File: src/rtl/core_mem_arbiter.sv
// ---------------------------------------------------------------------------
// core_mem_arbiter
//
// Shares one memory port between an instruction fetch requester (imem) and
// a data load/store requester (dmem). Data normally wins; an instruction
// request that has waited through STARVE_LIMIT consecutive data grants wins
// the next arbitration. A small owner FIFO remembers who issued each
// accepted request so in-order memory responses can be steered back.
//
// Handshake semantics (all three request ports):
//   A requester raises *_req and holds it, with stable fields, until it
//   sees *_gnt in the same cycle. A transfer happens in a cycle where
//   req && gnt are both high. Responses are single-cycle *_rsp pulses with
//   no backpressure; *_err is meaningful only while *_rsp is high.
//
// Ports:
//   g_clk, g_reset          clock, synchronous active-high reset
//   imem_req/addr           instruction request in
//   imem_gnt/rsp/err/rdata  instruction grant and response out
//   dmem_req/addr/wen/
//     strb/wdata            data request in
//   dmem_gnt/rsp/err/rdata  data grant and response out
//   mem_req/addr/wen/
//     strb/wdata            shared request out
//   mem_gnt                 memory accepts mem_req (may depend on mem_req)
//   mem_rsp/err/rdata       in-order memory response in
// ---------------------------------------------------------------------------
module core_mem_arbiter #(
    parameter int MAX_OUTSTANDING = 4,
    parameter int STARVE_LIMIT    = 4
) (
    input  logic        g_clk,
    input  logic        g_reset,

    input  logic        imem_req,
    input  logic [63:0] imem_addr,
    output logic        imem_gnt,
    output logic        imem_rsp,
    output logic        imem_err,
    output logic [63:0] imem_rdata,

    input  logic        dmem_req,
    input  logic [63:0] dmem_addr,
    input  logic        dmem_wen,
    input  logic [7:0]  dmem_strb,
    input  logic [63:0] dmem_wdata,
    output logic        dmem_gnt,
    output logic        dmem_rsp,
    output logic        dmem_err,
    output logic [63:0] dmem_rdata,

    output logic        mem_req,
    output logic [63:0] mem_addr,
    output logic        mem_wen,
    output logic [7:0]  mem_strb,
    output logic [63:0] mem_wdata,
    input  logic        mem_gnt,
    input  logic        mem_rsp,
    input  logic        mem_err,
    input  logic [63:0] mem_rdata
);

    localparam int PW = (MAX_OUTSTANDING > 1) ? $clog2(MAX_OUTSTANDING) : 1;
    localparam int CW = $clog2(MAX_OUTSTANDING + 1);
    localparam int SW = $clog2(STARVE_LIMIT + 1);

    localparam logic [CW-1:0] FULL_CNT   = CW'(MAX_OUTSTANDING);
    localparam logic [SW-1:0] STARVE_MAX = SW'(STARVE_LIMIT);

    // Owner encoding shared by the FIFO, the selection and the lock.
    localparam logic OWNER_I = 1'b0;
    localparam logic OWNER_D = 1'b1;

    // Owner FIFO
    logic [MAX_OUTSTANDING-1:0] owner_q;
    logic [PW-1:0]              wr_ptr_q;
    logic [PW-1:0]              rd_ptr_q;
    logic [CW-1:0]              count_q;

    // Arbitration state
    logic                       lock_q;
    logic                       lock_owner_q;
    logic [SW-1:0]              starve_q;

    logic fifo_empty;
    logic fifo_full;
    logic head_owner;
    logic pop;
    logic push;
    logic req_ok;
    logic sel_owner;
    logic sel_data;

    assign fifo_empty = (count_q == '0);
    assign fifo_full  = (count_q == FULL_CNT);
    assign head_owner = owner_q[rd_ptr_q];

    // Responses with nothing outstanding (e.g. for requests issued before a
    // reset) are dropped here.
    assign pop = mem_rsp && !fifo_empty;

    // A pop frees a slot in the same cycle, so a full FIFO can still accept
    // a new request in the cycle its head response returns.
    assign req_ok = (imem_req || dmem_req) && (!fifo_full || pop);

    // Selection: a request left waiting on mem_gnt keeps its owner so the
    // presented fields cannot change mid-handshake.
    always_comb begin
        sel_owner = OWNER_D;
        if (lock_q) begin
            sel_owner = lock_owner_q;
        end else if (dmem_req && (starve_q < STARVE_MAX)) begin
            sel_owner = OWNER_D;
        end else if (imem_req) begin
            sel_owner = OWNER_I;
        end else begin
            sel_owner = OWNER_D;
        end
    end

    assign sel_data = (sel_owner == OWNER_D);
    assign push     = req_ok && mem_gnt;

    assign imem_gnt = push && !sel_data;
    assign dmem_gnt = push &&  sel_data;

    // Shared request fields; instruction requests never write.
    assign mem_req   = req_ok;
    assign mem_addr  = !req_ok ? '0 : (sel_data ? dmem_addr : imem_addr);
    assign mem_wen   = req_ok && sel_data && dmem_wen;
    assign mem_strb  = (req_ok && sel_data) ? dmem_strb  : '0;
    assign mem_wdata = (req_ok && sel_data) ? dmem_wdata : '0;

    // Response steering by FIFO head; data is broadcast, err follows rsp.
    assign imem_rsp   = pop && (head_owner == OWNER_I);
    assign dmem_rsp   = pop && (head_owner == OWNER_D);
    assign imem_err   = imem_rsp && mem_err;
    assign dmem_err   = dmem_rsp && mem_err;
    assign imem_rdata = mem_rdata;
    assign dmem_rdata = mem_rdata;

    always_ff @(posedge g_clk) begin
        if (g_reset) begin
            owner_q      <= '0;
            wr_ptr_q     <= '0;
            rd_ptr_q     <= '0;
            count_q      <= '0;
            lock_q       <= 1'b0;
            lock_owner_q <= OWNER_I;
            starve_q     <= '0;
        end else begin
            if (push) begin
                owner_q[wr_ptr_q] <= sel_owner;
                wr_ptr_q          <= wr_ptr_q + 1'b1;
            end
            if (pop) begin
                rd_ptr_q <= rd_ptr_q + 1'b1;
            end
            case ({push, pop})
                2'b10:   count_q <= count_q + 1'b1;
                2'b01:   count_q <= count_q - 1'b1;
                default: count_q <= count_q;
            endcase

            lock_q       <= req_ok && !mem_gnt;
            lock_owner_q <= sel_owner;

            // Counts data grants that overtook a waiting instruction request.
            if (!imem_req || imem_gnt) begin
                starve_q <= '0;
            end else if (dmem_gnt && (starve_q != STARVE_MAX)) begin
                starve_q <= starve_q + 1'b1;
            end
        end
    end

endmodule

File: config.mk
export PLATFORM = sky130hd
export DESIGN_NAME = core_mem_arbiter
export DESIGN_NICKNAME = d
export VERILOG_FILES = /design/src/rtl/core_mem_arbiter.sv
export SDC_FILE = /design/constraint.sdc
export NUM_CORES = 1
export LEC_CHECK = 0
export BUFFER_PORTS_ARGS = -buffer_cell sky130_fd_sc_hd__buf_2
export CELL_PAD_IN_SITES_DETAIL_PLACEMENT = 0
export CELL_PAD_IN_SITES_GLOBAL_PLACEMENT = 1
export CORE_AREA = 2 2 210 212
export CTS_CLUSTER_DIAMETER = 100
export CTS_CLUSTER_SIZE = 12
export DETAILED_ROUTE_END_ITERATION = 8
export DIE_AREA = 0 0 212 214
export HOLD_SLACK_MARGIN = 0.03
export PLACE_DENSITY = 0.49
export RECOVER_POWER = 100
export SYNTH_ARGS = -nofsm -noshare
export SYNTH_HDL_FRONTEND = slang
export SYNTH_SLANG_ARGS = --single-unit
File: constraint.sdc
create_clock -name g_clk -period 2.7 [get_ports g_clk]
set_input_delay 0.54 -clock g_clk [delete_from_list [all_inputs] [get_ports g_clk]]
set_output_delay 0.54 -clock g_clk [all_outputs]
set_load 0.1 [all_outputs]
# Word level (Yosys, flattened, before mapping)
# Index checks and enable logic that the tools add are counted.
op_classes:
  addsub: 5
  magnitude_cmp: 4
  eq_ne: 4
  n_mux: 13
  n_bitwise: 1
  reduce_logical: 26
op_table:
  columns: ["op", "count"]
  rows:
  - ["64-bit two-way mux", 3]
  - ["1-bit logical AND", 15]
  - ["8-bit two-way mux", 1]
  - ["3-bit by 1-bit adder with 3-bit output, second input constant", 2]
  - ["2-bit by 3-bit less-than comparator with 1-bit output, second input constant", 2]
  - ["3-bit case mux with 2 select lines", 1]
  - ["1-bit logical NOT", 5]
  - ["1-bit two-way mux", 5]
  - ["2-bit by 1-bit adder with 2-bit output, second input constant", 2]
  - ["4-bit bitwise mux", 1]
  - ["3-bit == test, second input constant", 1]
  - ["3-bit logical NOT", 1]
  - ["1-bit logical OR", 3]
  - ["3-bit less-than comparator, second input constant", 1]
  - ["3-bit inequality test, second input constant", 1]
  - ["3-bit by 1-bit subtractor with 3-bit output, second input constant", 1]
  - ["1-bit binary-select mux with 2-bit select", 1]
  - ["1-bit demux with 2-bit select", 1]
  - ["2-bit by 1-bit == test with 1-bit output, second input constant", 1]
  - ["2-bit == test, second input constant", 1]
  - ["2-bit by 1-bit greater-or-equal comparator with 1-bit output, second input constant", 1]
  - ["2-bit nonzero test", 1]
  - ["2-bit OR reduction", 1]
  - ["1-bit inverter", 1]
word_totals:
  ff_bits: 16
  in_bits: 272
  out_inout_bits: 272
  word_cells: 60

# Logic depth before layout (Yosys ltp)
# Gate-level depths: netlist of run 1.
depth:
  word_depth: 9
  mapped_depth: 9

# Worst setup path before layout of run 1
# No wires, ideal clock.
synth_timing:
  path_kind: "input port to output port"
  from: "input port dmem_req"
  to: "output port mem_addr[44]"
  arrival_ns: 2.969
  slack_ns: -0.809
  cell_stages: 6
  n_path_buf: 2
  cell_sequence: "nor2b_1 o22ai_1 buf_2 buf_2 nand2_1 a21oi_1"
synth_between:
  elab_chain_cells: 5
  elab_cells_between_ends: 7
  cone_classes: "4 x mux; 3 x reduce/logical"
synth_lines:
  columns: ["item", "line", "text"]
  rows:
  - ["from (decl)", "42", "input logic dmem_req,"]
  - ["1-bit logical AND", "112", "end else if (dmem_req && (starve_q < STARVE_MAX)) begin"]
  - ["1-bit two-way mux", "112", null]
  - ["1-bit two-way mux", "110", "if (lock_q) begin"]
  - ["64-bit two-way mux", "129", "assign mem_addr = !req_ok ? '0 : (sel_data ? dmem_addr : imem_addr);"]
  - ["64-bit two-way mux (*)", "129", null]
  - ["to (decl)", "53", "output logic [63:0] mem_addr,"]
# Every way passes the cells marked *; elsewhere a longest branch is shown, timed or not.

# Final worst setup path of run 1
layout_timing:
  from: "input port dmem_req"
  to: "output port mem_addr[28]"
# Same word-level chain as after synthesis.

==> results of run 1 <==
layout make-up:
cell class	count	share of cell area
Antenna cell	4	0.00158
Timing Repair Buffer	378	0.424
Tap cell	585	0.116
Clock buffer	3	0.0119
Multi-Input combinational cell	336	0.390
Sequential cell	16	0.0506
Inverter	11	0.00652
tightest hold or removal path, stage by stage, from the launching register on:
cell	delay (ps)
dfxtp_1	330
nand2_1	60
a21oi_1	50
power by group:
group          internal, µW  switching (µW)
logic                  1010            2990
clock network           195            92.1
registers               277            37.9
total                  1480            3120
repair_timing:
item                                    CTS  global route
resized for setup                        20             5
endpoints found under the setup margin   65             6
setup buffers                             0             0
cloned                                    1             0
synthesized netlist by cell type:
library cell  number  area share
xor2_1             3      0.0079
o21ai_4            1      0.0049
fa_1               1      0.0060
nor2_1            13       0.015
o22ai_1            1      0.0019
dfxtp_1           16       0.097
nor3_1             2      0.0030
clkbuf_1          15       0.017
xnor2_1            2      0.0053
inv_1             10       0.011
o21a_1             2      0.0045
buf_2             17       0.026
and2_1             1      0.0019
and3_1            75        0.14
buf_4            129        0.29
nor2b_1            3      0.0057
mux2i_1            4       0.012
o21ba_2            1      0.0030
o22a_1             1      0.0026
nand2_1          133        0.15
nand2b_1           1      0.0019
mux4_2             1      0.0068
inv_2              1      0.0011
nand3_1            6      0.0091
or4b_1             1      0.0030
ha_1               7       0.026
o31a_1             1      0.0026
buf_6              7       0.024
o31ai_1            1      0.0023
or4_1              1      0.0023
o21ai_0            3      0.0045
or3_1              2      0.0038
a21oi_1           69        0.10
flip-flops by register name (all words and copies together), names as in the netlist:
name and flops:
count_q 3, lock_owner_q 1, lock_q 1, owner_q 4, rd_ptr_q 2, starve_q 3
wr_ptr_q 2
final timing paths:
| check | cells past startpoint | endpoint | start |
|---|---|---|---|
| max | 8 | mem_addr[28] | dmem_req |
| min | 2 | wr_ptr_q[1] | wr_ptr_q[1] |
| max reg2reg | 8 | count_q[2] | count_q[0] |
| min reg2reg | 2 | wr_ptr_q[1] | wr_ptr_q[1] |
per-stage QoR:
stage	instances	instance area, µm²	utilization
6_report	1333	6330	0.148
4_1_cts	1329	6570	0.153
2_1_floorplan	531	4060	-
3_3_place_gp	1325	6410	0.149
3_5_place_dp	1325	6410	0.149
5_1_grt	1331	6330	0.148
cells by family (layout without fill, tap and decap cells):
kind of cell               Yosys count  count (layout)  share of synthesized area
and+or+nand+nor                    238             238                      0.337
xor gates and xnor gates             5               5                     0.0132
AOI/OAI and AO/OA                   80              80                      0.131
other                                0               4                          0
DFF                                 16              16                     0.0966
adders and majority gates            8               8                     0.0325
buffers and inverters              179             392                      0.371
muxes                                5               5                     0.0189
per-layer routing:
| metal | wire length, µm | global-route usage |
|---|---|---|
| met5 | 89 | 0 |
| met4 | 1030 | 0.0385 |
| met3 | 1950 | 0.0267 |
| met2 | 12000 | 0.185 |
| met1 | 6410 | 0.0734 |
==> results.md, run 1 <==
- Status: complete, no violations
- CP required: between 2000 and 2500 ps
- Multi-input logic area: ~2500 µm²
- Cts bufs inserted: 3
- Synth Net Count: between 800 and 900
- First-pass DRT Iterations: 5
- F_max: about 380 MHz
- Worst-Skew Late Latency: 240 ps
- Commonest non-fill, non-tap cell in the layout: buf_2
- Fin crit share: 0.970
- Synth unique cells: 33
- Die X: 212 µm
- FF/Latch Area: 320 µm²
- Cell Pwr Density: 727 nW/µm²
- VDD IR max: roughly 0.31 mV
- Crit path DAT: around 2100 ps
- Final Max Tran Viols: 0
- DRC viols: 0
- CP dominant cell by count: buf_2
- First-pass GRT wire length: slightly below 30000 µm
- Crit path capture type: primary output
- Post-DP HPWL: 18600 µm
- Register bit total from synthesis: 16
- Final setup fails: 0
- Largest net degree at the start of global routing: 77
- Max Cap Viol: 0
- Die height: approximately 210 µm
- Dpl ws: -35.1 ps
- Area grow syn2layout: 90.9%
- Die area: around 45000 µm²
- Worst-Margin Slew: 539 ps
- Routed via count: between 4000 and 5000
- Syn Area/Cell: between 6 and 7 µm²
- Setup_tns: 0 ps
- Worst hold-check path type: reg2reg
- H-tree levels: 1
- Initial DRC Count: between 100 and 150
- Crit path buffers/inverters: 4
- Max incr delay on CP: 430 ps
- WHS: approximately 500 ps
- Critical path, cell by cell: buf_2 -> nor2b_1 -> clkbuf_1 -> o22ai_4 -> buf_12 -> nand2_1 -> a21oi_4 -> buf_2
- I/O pin cnt: around 540
- Layout cell share with drive strength beyond 1: 0.608
- Hold_buf cts: 0
- Minimum clock period: 2620 ps
- Syn Inst Count: between 500 and 600
- R2r setup slk: just under 400 ps
- CP Class: in2out
- Max clock buf depth: 2
- Gr ovfl total: 0
- Via/cell ratio: around 3.2
- Clock Tree Root: clkbuf_16
- Total core area: roughly 43000 µm²
- Antenna viol nets, final: 0
- Nets: a little over 1000
- Warnings, synthesis: 0
- Leakage: 0.00305 µW
- Commonest non-fill, non-tap cells in the layout: buf_2 (279), nand2_1 (133), and3_1 (69)
- Power Total: approximately 4600 µW
- Row count: 76
- Worst-path clk slew: 50 ps
- Crit Path Max Fanout: 30
- Slowest CP cell: buf_2
- Sink Count: 16
- Initial cell density of the core: 0.0773
- FILL cells: about 5000
- DRT Wirelength: approximately 21000 µm
- Final-report hold violation count: 0
- RSZ-0062 raised after global routing: false
- Initial antenna violation count: 15
- CP Launch Type: primary input
- Synthesized area: between 3000 and 4000 µm²
- Final setup margin: around 81 ps
- CP top delay family: buffers and inverters
- CTS tree: done
- Final Wtd Congestion: 0.727
- Register area share after synthesis: 0.0966
- Clock skew: 1.88 ps
- All-Layer GR Usage: 0.0885
- IO buf count: between 300 and 400
- DR WL/cell: 16.1 µm
- Vias in the first global route: ~4400
- Slew Limit Headroom: 0.642
(Power assumes the default switching activity.)
==> inputs of run 2 (changes only) <==
==> constraint.sdc (replaced) <==
create_clock -name g_clk -period 2.4 [get_ports g_clk]
set_input_delay 0.48 -clock g_clk [delete_from_list [all_inputs] [get_ports g_clk]]
set_output_delay 0.48 -clock g_clk [all_outputs]
set_load 0.1 [all_outputs]
==> run 2 against run 1 <==
Compared with the run above: non-clock buffer count increased by 31; clock power increased by 22%; first-iteration DRC count decreased by 24%; the run now ends with negative setup slack left; largest cell class unchanged; register-to-register slack got worse by 300 ps; flip-flop and latch count unchanged; critical path depth decreased by 2; critical endpoint is now mem_wdata[18]; global-route usage decreased by 2.0 points; clock skew about the same; cell count increased by 2.1%.
==> results.md, run 2 (synthesis results as in run 1) <==
- F_max: roughly 410 MHz
- Worst-Skew Late Latency: about 240 ps
- Final Wtd Congestion: around 0.74
- Hold Path Depth: 2
- Dpl ws: -226 ps
- RSZ-0062 raised after global routing: true
- Routed via count: 4318
- Final setup fails: 6
- Initial DRC Count: roughly 80
- DRT Wirelength: between 15000 and 20000 µm
- All-Layer GR Usage: 0.0689
- Total core area: 42900 µm²
- Antenna fix cells: 0
- Clock skew: between 1.5 and 2 ps
- Post-DP HPWL: between 10000 and 15000 µm
- Depth of the most critical reg-to-reg path: 9
- Final-report hold violation count: 0
- Max clock buf depth: 2
- Worst-path clk slew: about 50 ps
- Failing checks: negative setup slack
- Commonest non-fill, non-tap cell in the layout: buf_2
- CP Class: reg2out
- Largest net degree at the start of global routing: 76
- H-tree levels: 1
- CP Launch Type: flip-flop
- Die height: 214 µm
- First-pass GRT wire length: 24800 µm
- Final Max Tran Viols: 0
- Layout cell share with drive strength beyond 1: 0.746
- Sink Count: 16
- Cts bufs inserted: 3
- Final core occ: 0.195
- Biggest register: owner_q
- Max reg flops: 4
- DR WL/cell: about 13 µm
- VDD IR max: about 0.65 mV
- Die area: between 40000 and 50000 µm²
- Clock Tree Root: clkbuf_16
- Fin crit share: 1.01
- Max incr delay on CP: 550 ps
- Slowest CP cell: or4b_4
- CP required: between 1500 and 2000 ps
- Initial antenna violation count: 2
- CTS tree: done
- Crit Path Max Fanout: 75
- WHS: about 450 ps
- Gr ovfl total: 0
- Critical path, cell by cell: or4b_4 -> o21ai_4 -> inv_2 -> buf_12 -> and3_2 -> buf_8
- Worst-Margin Slew: just under 500 ps
- Biggest regs: owner_q: 4 flops, count_q: 3 flops, starve_q: 3 flops
- Antenna viol nets, final: 0
- Nets: around 1100
- Vias in the first global route: ~4400
- Status: finished, violations left
- R2r setup slk: roughly 90 ps
- Final setup margin: -26.0 ps
- IO buf count: 351
- Slew Limit Headroom: 0.677
- Minimum clock period: 2430 ps
- Worst hold-check path type: in2reg
- Die X: between 200 and 250 µm
- Leakage: 0.00364 µW
- DRC viols: 0
- Cell Pwr Density: around 740 nW/µm²
- First-pass DRT Iterations: 4
- I/O pin cnt: around 540
- Hold_buf cts: 0
- Max Cap Viol: 0
- Commonest non-fill, non-tap cells in the layout: buf_2 (211), nand2_1 (118), buf_12 (86)
- Initial cell density of the core: 0.0773
- Via/cell ratio: 3.17
- Row count: 76
- Area grow syn2layout: 152%
- Crit path capture type: primary output
- Crit path DAT: about 2000 ps
[run 2: worst paths after layout]
kind,start,end
setup reg to reg,count_q[0],count_q[2]
setup / recovery,count_q[0],mem_wdata[18]
hold / removal,mem_gnt,lock_q
hold reg to reg,owner_q[3],owner_q[3]
[run 2: metrics by stage]
stage / total power, µW / setup TNS, ps / instance area [µm²] / cells
floorplan: 4890 / -1770 / 4220 / 531
global placement: 4990 / -14870 / 6510 / 1337
detailed placement: 4990 / -15300 / 6510 / 1337
CTS: 5830 / -900 / 7570 / 1358
global route: 6400 / -3530 / 8360 / 1361
finish: 6170 / -96.7 / 8360 / 1361
[run 2: layout make-up]
type | instances | area (µm²)
Fill cell | 4751 | 34500
Timing Repair Buffer | 409 | 4280
Multi-Input combinational cell | 336 | 2890
Tap cell | 585 | 732
Sequential cell | 16 | 323
Clock buffer | 4 | 88.8
Inverter | 11 | 41.3
[run 2: power by group]
part / total, µW / internal, µW / switching, µW
sequential: 347 / 313 / 34.3
clock: 350 / 253 / 97.8
combinational: 5470 / 1950 / 3520
total: 6170 / 2520 / 3650
[run 2: timing repair]
action	CTS	global route
cloned	3	2
gates resized for setup	220	184
buffers inserted	14	2
pin swaps	4	28
endpoints found under the setup margin	138	134
[run 2: layer usage]
metal / vias to the layer above / share of wire / track usage
met5: - / 0.0015 / 0.00108
met4: 4 / 0.032 / 0.0225
met3: 51 / 0.096 / 0.0214
met2: 252 / 0.52 / 0.127
met1: 1914 / 0.35 / 0.0732
li1: 2097 / - / -
[run 2: worst max-delay path, delay by kind of cell (launching register included)]
family / cells / cell delay, ps
AND/OR/NAND/NOR: 2 / 810
AO/OA/AOI/OAI: 1 / 100
flip-flops: 1 / 300
buffers and inverters: 3 / 420
